===== config.mk =====
export PLATFORM = sky130hd
export DESIGN_NAME = frame_config_ctrl
export DESIGN_NICKNAME = d
export VERILOG_FILES = /design/src/rtl/fabric_cfg_pkg.sv /design/src/rtl/frame_strobe_decode.sv /design/src/rtl/frame_config_ctrl.sv
export SDC_FILE = /design/constraint.sdc
export NUM_CORES = 1
export LEC_CHECK = 0
export CORE_MARGIN = 2
export CORE_UTILIZATION = 49
export DETAILED_ROUTE_END_ITERATION = 8
export PLACE_DENSITY_LB_ADDON = 0.15
export SLEW_MARGIN = 30
export SYNTH_ARGS = -nofsm -noshare
export SYNTH_HDL_FRONTEND = slang
export SYNTH_HIERARCHICAL = 1
export SYNTH_SLANG_ARGS = --single-unit

===== constraint.sdc =====
create_clock -name CLK -period 6.5 [get_ports CLK]
set_input_delay 1.3 -clock CLK [delete_from_list [all_inputs] [get_ports CLK]]
set_output_delay 1.3 -clock CLK [all_outputs]
set_load 0.02 [all_outputs]

===== src/rtl/fabric_cfg_pkg.sv =====
// Shared definitions for the fabric configuration path: bitstream control
// words, controller state encoding and the frame header layout.
package fabric_cfg_pkg;

  localparam logic [31:0] SYNC_WORD   = 32'hFAB0_FAB1;
  localparam logic [31:0] DESYNC_WORD = 32'hFAB0_FAB0;

  typedef enum logic [2:0] {
    ST_IDLE,
    ST_HDR,
    ST_DATA,
    ST_STROBE,
    ST_ERR
  } cfg_state_e;

  // Header word layout: column in [31:24], frame in [23:16], word count in [15:0].
  typedef struct packed {
    logic [7:0]  column;
    logic [7:0]  frame;
    logic [15:0] count;
  } frame_hdr_t;

endpackage


===== src/rtl/frame_strobe_decode.sv =====
// Turns a (column, frame) address into the one-hot frame write strobe.
module frame_strobe_decode #(
  parameter int NUM_COLUMNS = 4,
  parameter int MAX_FRAMES  = 20
) (
  input  logic [7:0]                          column,
  input  logic [7:0]                          frame,
  input  logic                                enable,
  output logic [NUM_COLUMNS*MAX_FRAMES-1:0]   strobe
);

  localparam int NUM_STROBES = NUM_COLUMNS * MAX_FRAMES;

  // Index is formed at 32 bits so the largest 8-bit column/frame pair cannot overflow.
  logic [31:0] strobe_idx;
  assign strobe_idx = 32'(column) * 32'(MAX_FRAMES) + 32'(frame);

  // One-hot decode of the strobe index, all-zero when disabled.
  always_comb begin
    strobe = '0;
    for (int i = 0; i < NUM_STROBES; i++) begin
      strobe[i] = enable && (strobe_idx == 32'(i));
    end
  end

endmodule


===== src/rtl/frame_config_ctrl.sv =====
// Bitstream-driven frame configuration controller: waits for SYNC, parses
// frame headers, collects one word per tile row and fires a single frame strobe.
module frame_config_ctrl
  import fabric_cfg_pkg::*;
#(
  parameter int NUM_ROWS    = 4,
  parameter int NUM_COLUMNS = 4,
  parameter int MAX_FRAMES  = 20
) (
  input  logic                                CLK,
  input  logic                                resetn,
  input  logic [31:0]                         s_data,
  input  logic                                s_valid,
  output logic                                s_ready,
  output logic [NUM_ROWS*32-1:0]              FrameData_O,
  output logic [NUM_COLUMNS*MAX_FRAMES-1:0]   FrameStrobe_O,
  output logic                                cfg_active,
  output logic                                cfg_done,
  output logic                                cfg_err
);

  localparam int ROW_W = $clog2(NUM_ROWS + 1);

  cfg_state_e               state_q, state_d;
  logic [ROW_W-1:0]         row_q, row_d;
  logic [7:0]               column_q, column_d;
  logic [7:0]               frame_q, frame_d;
  logic [NUM_ROWS*32-1:0]   frame_data_q, frame_data_d;
  logic                     s_ready_q, s_ready_d;
  logic                     done_q, done_d;

  frame_hdr_t hdr;
  logic       hdr_ok;
  logic       fire;
  logic       strobe_en;

  assign hdr    = frame_hdr_t'(s_data);
  assign hdr_ok = ({24'd0, hdr.column} < 32'(NUM_COLUMNS)) &&
                  ({24'd0, hdr.frame}  < 32'(MAX_FRAMES))  &&
                  (hdr.count == 16'(NUM_ROWS));
  assign fire   = s_valid && s_ready_q;

  // Next-state, header/data capture and done pulse.
  always_comb begin
    // NOTE: every signal gets a default before the case so no path leaves it unassigned (no latch).
    state_d      = state_q;
    row_d        = row_q;
    column_d     = column_q;
    frame_d      = frame_q;
    frame_data_d = frame_data_q;
    done_d       = 1'b0;
    case (state_q)
      ST_IDLE: begin
        if (fire && s_data == SYNC_WORD) state_d = ST_HDR;
      end
      ST_HDR: begin
        if (fire) begin
          if (s_data == DESYNC_WORD) begin
            state_d = ST_IDLE;
            done_d  = 1'b1;
          end else if (hdr_ok) begin
            column_d = hdr.column;
            frame_d  = hdr.frame;
            row_d    = '0;
            state_d  = ST_DATA;
          end else begin
            state_d = ST_ERR;
          end
        end
      end
      ST_DATA: begin
        if (fire) begin
          for (int r = 0; r < NUM_ROWS; r++) begin
            if (row_q == ROW_W'(r)) frame_data_d[32*r +: 32] = s_data;
          end
          if (row_q == ROW_W'(NUM_ROWS - 1)) state_d = ST_STROBE;
          else                               row_d   = row_q + 1'b1;
        end
      end
      ST_STROBE: state_d = ST_HDR;
      ST_ERR: begin
        if (fire) begin
          if (s_data == SYNC_WORD)        state_d = ST_HDR;
          else if (s_data == DESYNC_WORD) state_d = ST_IDLE;
        end
      end
      default: state_d = ST_IDLE;
    endcase
    s_ready_d = (state_d != ST_STROBE);
  end

  // State and datapath registers with synchronous active-low reset.
  always_ff @(posedge CLK) begin
    // NOTE: sequential state uses non-blocking assignments so all flops update from pre-edge values.
    if (!resetn) begin
      state_q      <= ST_IDLE;
      row_q        <= '0;
      column_q     <= '0;
      frame_q      <= '0;
      // NOTE: the frame data bank is reset because it drives the fabric directly and must read zero in reset.
      frame_data_q <= '0;
      s_ready_q    <= 1'b0;
      done_q       <= 1'b0;
    end else begin
      state_q      <= state_d;
      row_q        <= row_d;
      column_q     <= column_d;
      frame_q      <= frame_d;
      frame_data_q <= frame_data_d;
      s_ready_q    <= s_ready_d;
      done_q       <= done_d;
    end
  end

  // Strobe is gated by resetn so a reset arriving in the strobe cycle kills it at once.
  assign strobe_en = (state_q == ST_STROBE) && resetn;

  frame_strobe_decode #(
    .NUM_COLUMNS (NUM_COLUMNS),
    .MAX_FRAMES  (MAX_FRAMES)
  ) u_strobe_decode (
    .column (column_q),
    .frame  (frame_q),
    .enable (strobe_en),
    .strobe (FrameStrobe_O)
  );

  assign s_ready     = s_ready_q;
  assign FrameData_O = frame_data_q;
  assign cfg_active  = (state_q != ST_IDLE);
  assign cfg_err     = (state_q == ST_ERR);
  assign cfg_done    = done_q;

endmodule


# Yosys cells after proc, flatten, opt, wreduce, memory -nomap -nowiden
# Index checks and enable logic that the tools add are counted.
# W data, S select, Z words.
op_classes:
  multipliers: 1
  n_mux: 17
  add_sub_neg: 2
  n_lt_le_gt_ge: 2
  n_eq_ne: 95
  bitwise_logic: 1
  reduce_logical: 97
ops:
  columns: ["op", "n"]
  rows:
  - ["$eq A32 B6 Y1 const B", 32]
  - ["$eq A32 B5 Y1 const B", 16]
  - ["$eq A32 B7 Y1 const B", 16]
  - ["$eq A32 B4 Y1 const B", 8]
  - ["$eq A32 B3 Y1 const B", 4]
  - ["$logic_and A1 B1 Y1", 85]
  - ["$eq A32 B2 Y1 const B", 2]
  - ["$eq A32 B32 Y1 const B", 2]
  - ["$mux W3", 14]
  - ["$eq A32 B1 Y1 const B", 1]
  - ["$logic_not A32 Y1", 1]
  - ["$eq A16 B3 Y1 const B", 1]
  - ["$pmux W3 S5", 1]
  - ["$reduce_and A3 Y1", 5]
  - ["$add A13 B8 Y14", 1]
  - ["$eq A3 B2 Y1 const B", 4]
  - ["$mul A8 B3 Y11 const B", 1]
  - ["$ne A2 B2 Y1 const B", 5]
  - ["$lt A8 B3 Y1 const B", 1]
  - ["$lt A8 B5 Y1 const B", 1]
  - ["$eq A3 B1 Y1 const B", 2]
  - ["$logic_not A3 Y1", 2]
  - ["$pmux W3 S2", 1]
  - ["$reduce_and A6 Y1", 1]
  - ["8 further kinds", 8]
totals:
  word_cells: 225
  input_bits: 35
  register_bits: 152

# Logic depth before layout (Yosys ltp)
# Gate-level depths: netlist of the first run.
depth:
  ltp_word: 8
  depth_mapped: 13
  ltp_nobuf: 11

# By module
# Netlist of the first run, hierarchy kept.
by_module_without_submodules:
  columns: ["module", "seq_area_each_um2", "area_each_um2", "n_inst", "cells_each"]
  rows:
  - ["frame_config_ctrl", 3042.9, 5565.3, 1, 687]
  - ["frame_strobe_decode", 0.0, 1590.3, 1, 201]

# Worst setup path before layout of the first run
# No wires, ideal clock.
synth_path:
  kind: "register to output"
  from: "register column_q[1]"
  to: "output FrameStrobe_O[64]"
  setup_slack_ns: 1.804
  arrival_time_ns: 3.396
  path_buffers: 1
  stages_incl_launch_ff: 13
  cell_sequence: "dfxtp_1 ha_1 ha_1 inv_1 fa_1 xnor2_1 ha_1 or2_2 a2111oi_0 a41oi_1 a211o_1 buf_2 nor3_1"
synth_via:
  elab_chain_len: 4
synth_lines:
  columns: ["item", "line_no", "source"]
  rows:
  - ["start, declared", "frame_config_ctrl.sv:26", "logic [7:0] column_q, column_d;"]
  - ["start signal, assigned", "frame_config_ctrl.sv:107", "column_q <= column_d;"]
  - ["$mul A8 B3 Y11", "frame_strobe_decode.sv:16", "assign strobe_idx = 32'(column) * 32'(MAX_FRAMES) + 32'(frame);"]
  - ["$add A13 B8 Y14", "frame_strobe_decode.sv:16", null]
  - ["$eq A32 B7 Y1", "frame_strobe_decode.sv:22", "strobe[i] = enable && (strobe_idx == 32'(i));"]
  - ["$logic_and A1 B1 Y1", "frame_strobe_decode.sv:22", null]
  - ["end, declared", "frame_config_ctrl.sv:16", "output logic [NUM_COLUMNS*MAX_FRAMES-1:0] FrameStrobe_O,"]
# No other way between the ends.

# Final worst setup path of the first run
layout_path:
  from: "register column_q[1]"
  to: "output FrameStrobe_O[72]"
# The elaborated chain is that of the path after synthesis.

==> impl_results.md, run 1 <==
* Status: finished, final reports clean
* Fraction of registers with async set/reset at 0%
* Crit path DAT at 4440 ps
* Slew Limit Headroom at 35.85%
* Share of cells above drive strength 1 at 9.001%
* Synth area leaders: dfxtp_1, nand2_1, a21oi_1
* R2R cell count at 5
* Syn_area_per_cell at 8.058 um^2
* Crit path buffers/inverters at 2
* Total GRT Usage at 28.27%
* CORE AREA at 14420 um^2
* Fillers at 1190
* Commonest cells in the netlist: nand2_1, dfxtp_1, a21oi_1
* # rows at 44
* Port Buf Inserts at 246
* Die H at 124.8 um
* Final period utilization at 88.35%
* Clk Latency, worst-skew pair at 420 ps
* CP startpoint kind: flop
* Most used cell, CP: ha_1
* Synthesis-to-layout area growth at 43.00%
* Crit path from: column_q[1]$_SDFFE_PN0P_
* Vias per cell at 5.472
* Synth Flop Type: dfxtp_1
* CP peak stage delay at 650 ps
* Hold Buf Count CTS at 0
* Final setup viols at 0
* Synth Net Count at 948
* Final ANT Viol Nets at 0
* Final TNS setup at 0 ps
* Mux share of post-synthesis cell area at 1.137%
* Max cap viols at 0
* Post-synthesis cell area at 7156 um^2
* Crit-path slowest cell: clkdlybuf4s50_1
* Synth Area in Simple Gates at 32.31%
* Initial antenna violation count at 0
* Postcts setup bufs at 0
* Root buffer cell: clkbuf_16
* Drt total wl at 22.28 mm
* Internal reg-to-reg setup slack at 4230 ps
* Final min period at 5742 ps
* H-tree Lvls at 4
* Top-count cell post-synth: nand2_1
* Cell area power density at 189.6 nW/um^2
* Grt total ovfl at 0
* Tot Pwr at 1.940 mW
* Kind of critical path: flop to primary output
* Drt pass-1 iters at 5
* Register bit total from synthesis at 152
* Vias in the first global route at 6521
* Clock Skews at 8.032 ps
* Initial Util at 49.61%
* Synth area leader: dfxtp_1
* Vias at 7086
* Final slew viol count at 0
* Global-route wire length before repair at 35.65 mm
* Peak VDD IR at 168.9 uV
* Resized cells post-CTS at 0
* Worst hold path type: flop to flop
* Number of remaining DRC errors at 0
* Total clock sinks at 152
* Final Wtd Congestion at 0.8616
* Die ar. at 15590 um^2
* WL per Instance at 17.20 um
* Largest net degree at the start of global routing at 103
* F_max at 174.1 MHz
* RSZ-0062 raised after global routing: no
* Register area at 3043 um^2
* Clock tree buffer depth at 2
* Cell family contributing the most delay on the critical path: adder cells
* Hold Violations, Final at 0
* Die extent in x at 124.8 um
* Ys Warns at 6
* Crit. End Element: primary output
* Worst Tran Pin Value at 960.0 ps
* Clk slew on worst S/H paths at 60 ps
* CP endpoint: FrameStrobe_O[72]
* CTS Buf Count at 17
* Largest family of logic cells by synthesized area: simple AND/OR/NAND/NOR gates
* Synth top area share at 42.52%
* Worst r2r dst: FrameData_O[82]$_SDFFE_PN0P_
* Seq/Total Area, Yosys at 42.52%
* Final-stage net count at 1161
* CP cell instances: ha_1 > ha_1 > inv_1 > fa_1 > xnor2_1 > ha_1 > or2_2 > a2111oi_0 > a41oi_1 > a211o_1 > nor3_1 > clkdlybuf4s50_1
* Num ports at 247
* Number of synthesized flops with an enable pin at 0
* Netlist cell types at 65
* Hold_ws at 451.5 ps
* Req. time, crit path at 5200 ps
* Post-DP HPWL at 15.59 mm
* Critical Path Stages at 12
* Complex-gate fraction of the synthesized area at 13.71%
* Final core utilization at 70.94%
* CTS tree: done
* Post-Syn Instances at 888
* RR Startpoint: state_q[1]$_SDFF_PN0_
* Pleak at 3.425 nW
* Post-synthesis adder-cell area fraction at 4.581%
* Footprint of the multi-input gates at 3762 um^2
* Initial DRC count at 465
* N_diodes at 0
* Xor/xnor share of the synthesized area at 0.7344%
* Crit path max fanout at 16
how the worst min path moves through the flow:
stage,cells past startpoint,slack (ps),startpoint,to
floorplan,2,440,frame_q[2]$_SDFFE_PN0P_,frame_q[2]$_SDFFE_PN0P_
CTS,2,450,FrameData_O[99]$_SDFFE_PN0P_,FrameData_O[99]$_SDFFE_PN0P_
finish,2,450,FrameData_O[49]$_SDFFE_PN0P_,FrameData_O[49]$_SDFFE_PN0P_
detailed placement,2,450,FrameData_O[96]$_SDFFE_PN0P_,FrameData_O[96]$_SDFFE_PN0P_
global placement,2,440,FrameData_O[45]$_SDFFE_PN0P_,FrameData_O[45]$_SDFFE_PN0P_
global route,2,470,FrameData_O[8]$_SDFFE_PN0P_,FrameData_O[8]$_SDFFE_PN0P_
power by group:
| group | total, mW | switching [mW] | internal (mW) |
|---|---|---|---|
| sequential | 0.932 | 0.000386 | 0.932 |
| clock | 0.939 | 0.364 | 0.575 |
| combinational | 0.0688 | 0.0452 | 0.0236 |
layout make-up:
type	count	share of cell area [%]
flip-flops and latches	152	29.74
clock buffers	20	4.463
well taps	184	2.250
clock inverters	9	1.003
repair buffers	259	25.25
inverters	13	0.5258
multi-input cells	658	36.77
tightest hold or removal path, cell delays in order, from the launching register on:
cell     delay, ps
dfxtp_1        300
nand2_1         50
a21oi_1         50
layer usage:
layer | up-vias | wire length [um] | GRT usage [%]
li1 | 3466 | - | -
met3 | 26 | 1873 | 8.849
met1 | 3332 | 9671 | 37.24
met5 | - | 0 | 0
met4 | 0 | 416 | 8.627
met2 | 262 | 10320 | 44.58
flip-flops by register name (all words and copies together), names as in the netlist:
| name | count |
|---|---|
| s_ready | 1 |
| cfg_done | 1 |
| row_q | 3 |
| frame_q | 8 |
| FrameData_O | 128 |
| state_q | 3 |
| column_q | 8 |
metrics by stage:
step | instance area, um^2 | setup slack (ps) | instances
floorplan | 7156 | 1804 | 888
global placement | 9628 | 1040 | 1264
detailed placement | 9639 | 984.4 | 1265
CTS | 10200 | 737.3 | 1294
global route | 10230 | 385.6 | 1295
finish | 10230 | 757.5 | 1295
cell families (layout without fill, tap and decap cells):
kind of cell | after synthesis | in the layout
simple gates | 457 | 457
buf+inv | 78 | 301
fa+ha+maj | 25 | 25
mux | 8 | 8
flops | 152 | 152
compound gates | 162 | 162
xor+xnor | 6 | 6
cells in the final DEF, fill, tap and decap left out, types with 3 or more instances in the layout:
master             n
nor3_1            49
o21ai_0            3
and3_1             8
nor3_2            36
nor2_1             8
a211o_1            3
clkinv_2           4
nor3b_1           13
nand2_1          277
clkbuf_16         17
inv_1             12
nand3_1           11
buf_4             11
clkinvlp_4         3
ha_1              23
o311ai_4           3
a21oi_1          132
nor4_1             4
and4_1             5
nand4_1           17
nor4b_1            3
dfxtp_1          152
nand4b_1           4
clkdlybuf4s50_1  246
xnor2_1            5
mux2i_1            7
nor2b_1            5
Note: power is estimated with default switching activity, not from simulation.
==> run 2: changes to the inputs <==
Settings changed: GPL_ROUTABILITY_DRIVEN set to 1.
==> results of run 2 <==
Final layout, timing and power as in run 1 (identical DEF).
==> run 3: changes to the inputs <==
Settings changed: HOLD_SLACK_MARGIN set to 0.15.
==> results of run 3 <==
Final layout, timing and power as in run 1 (identical DEF).
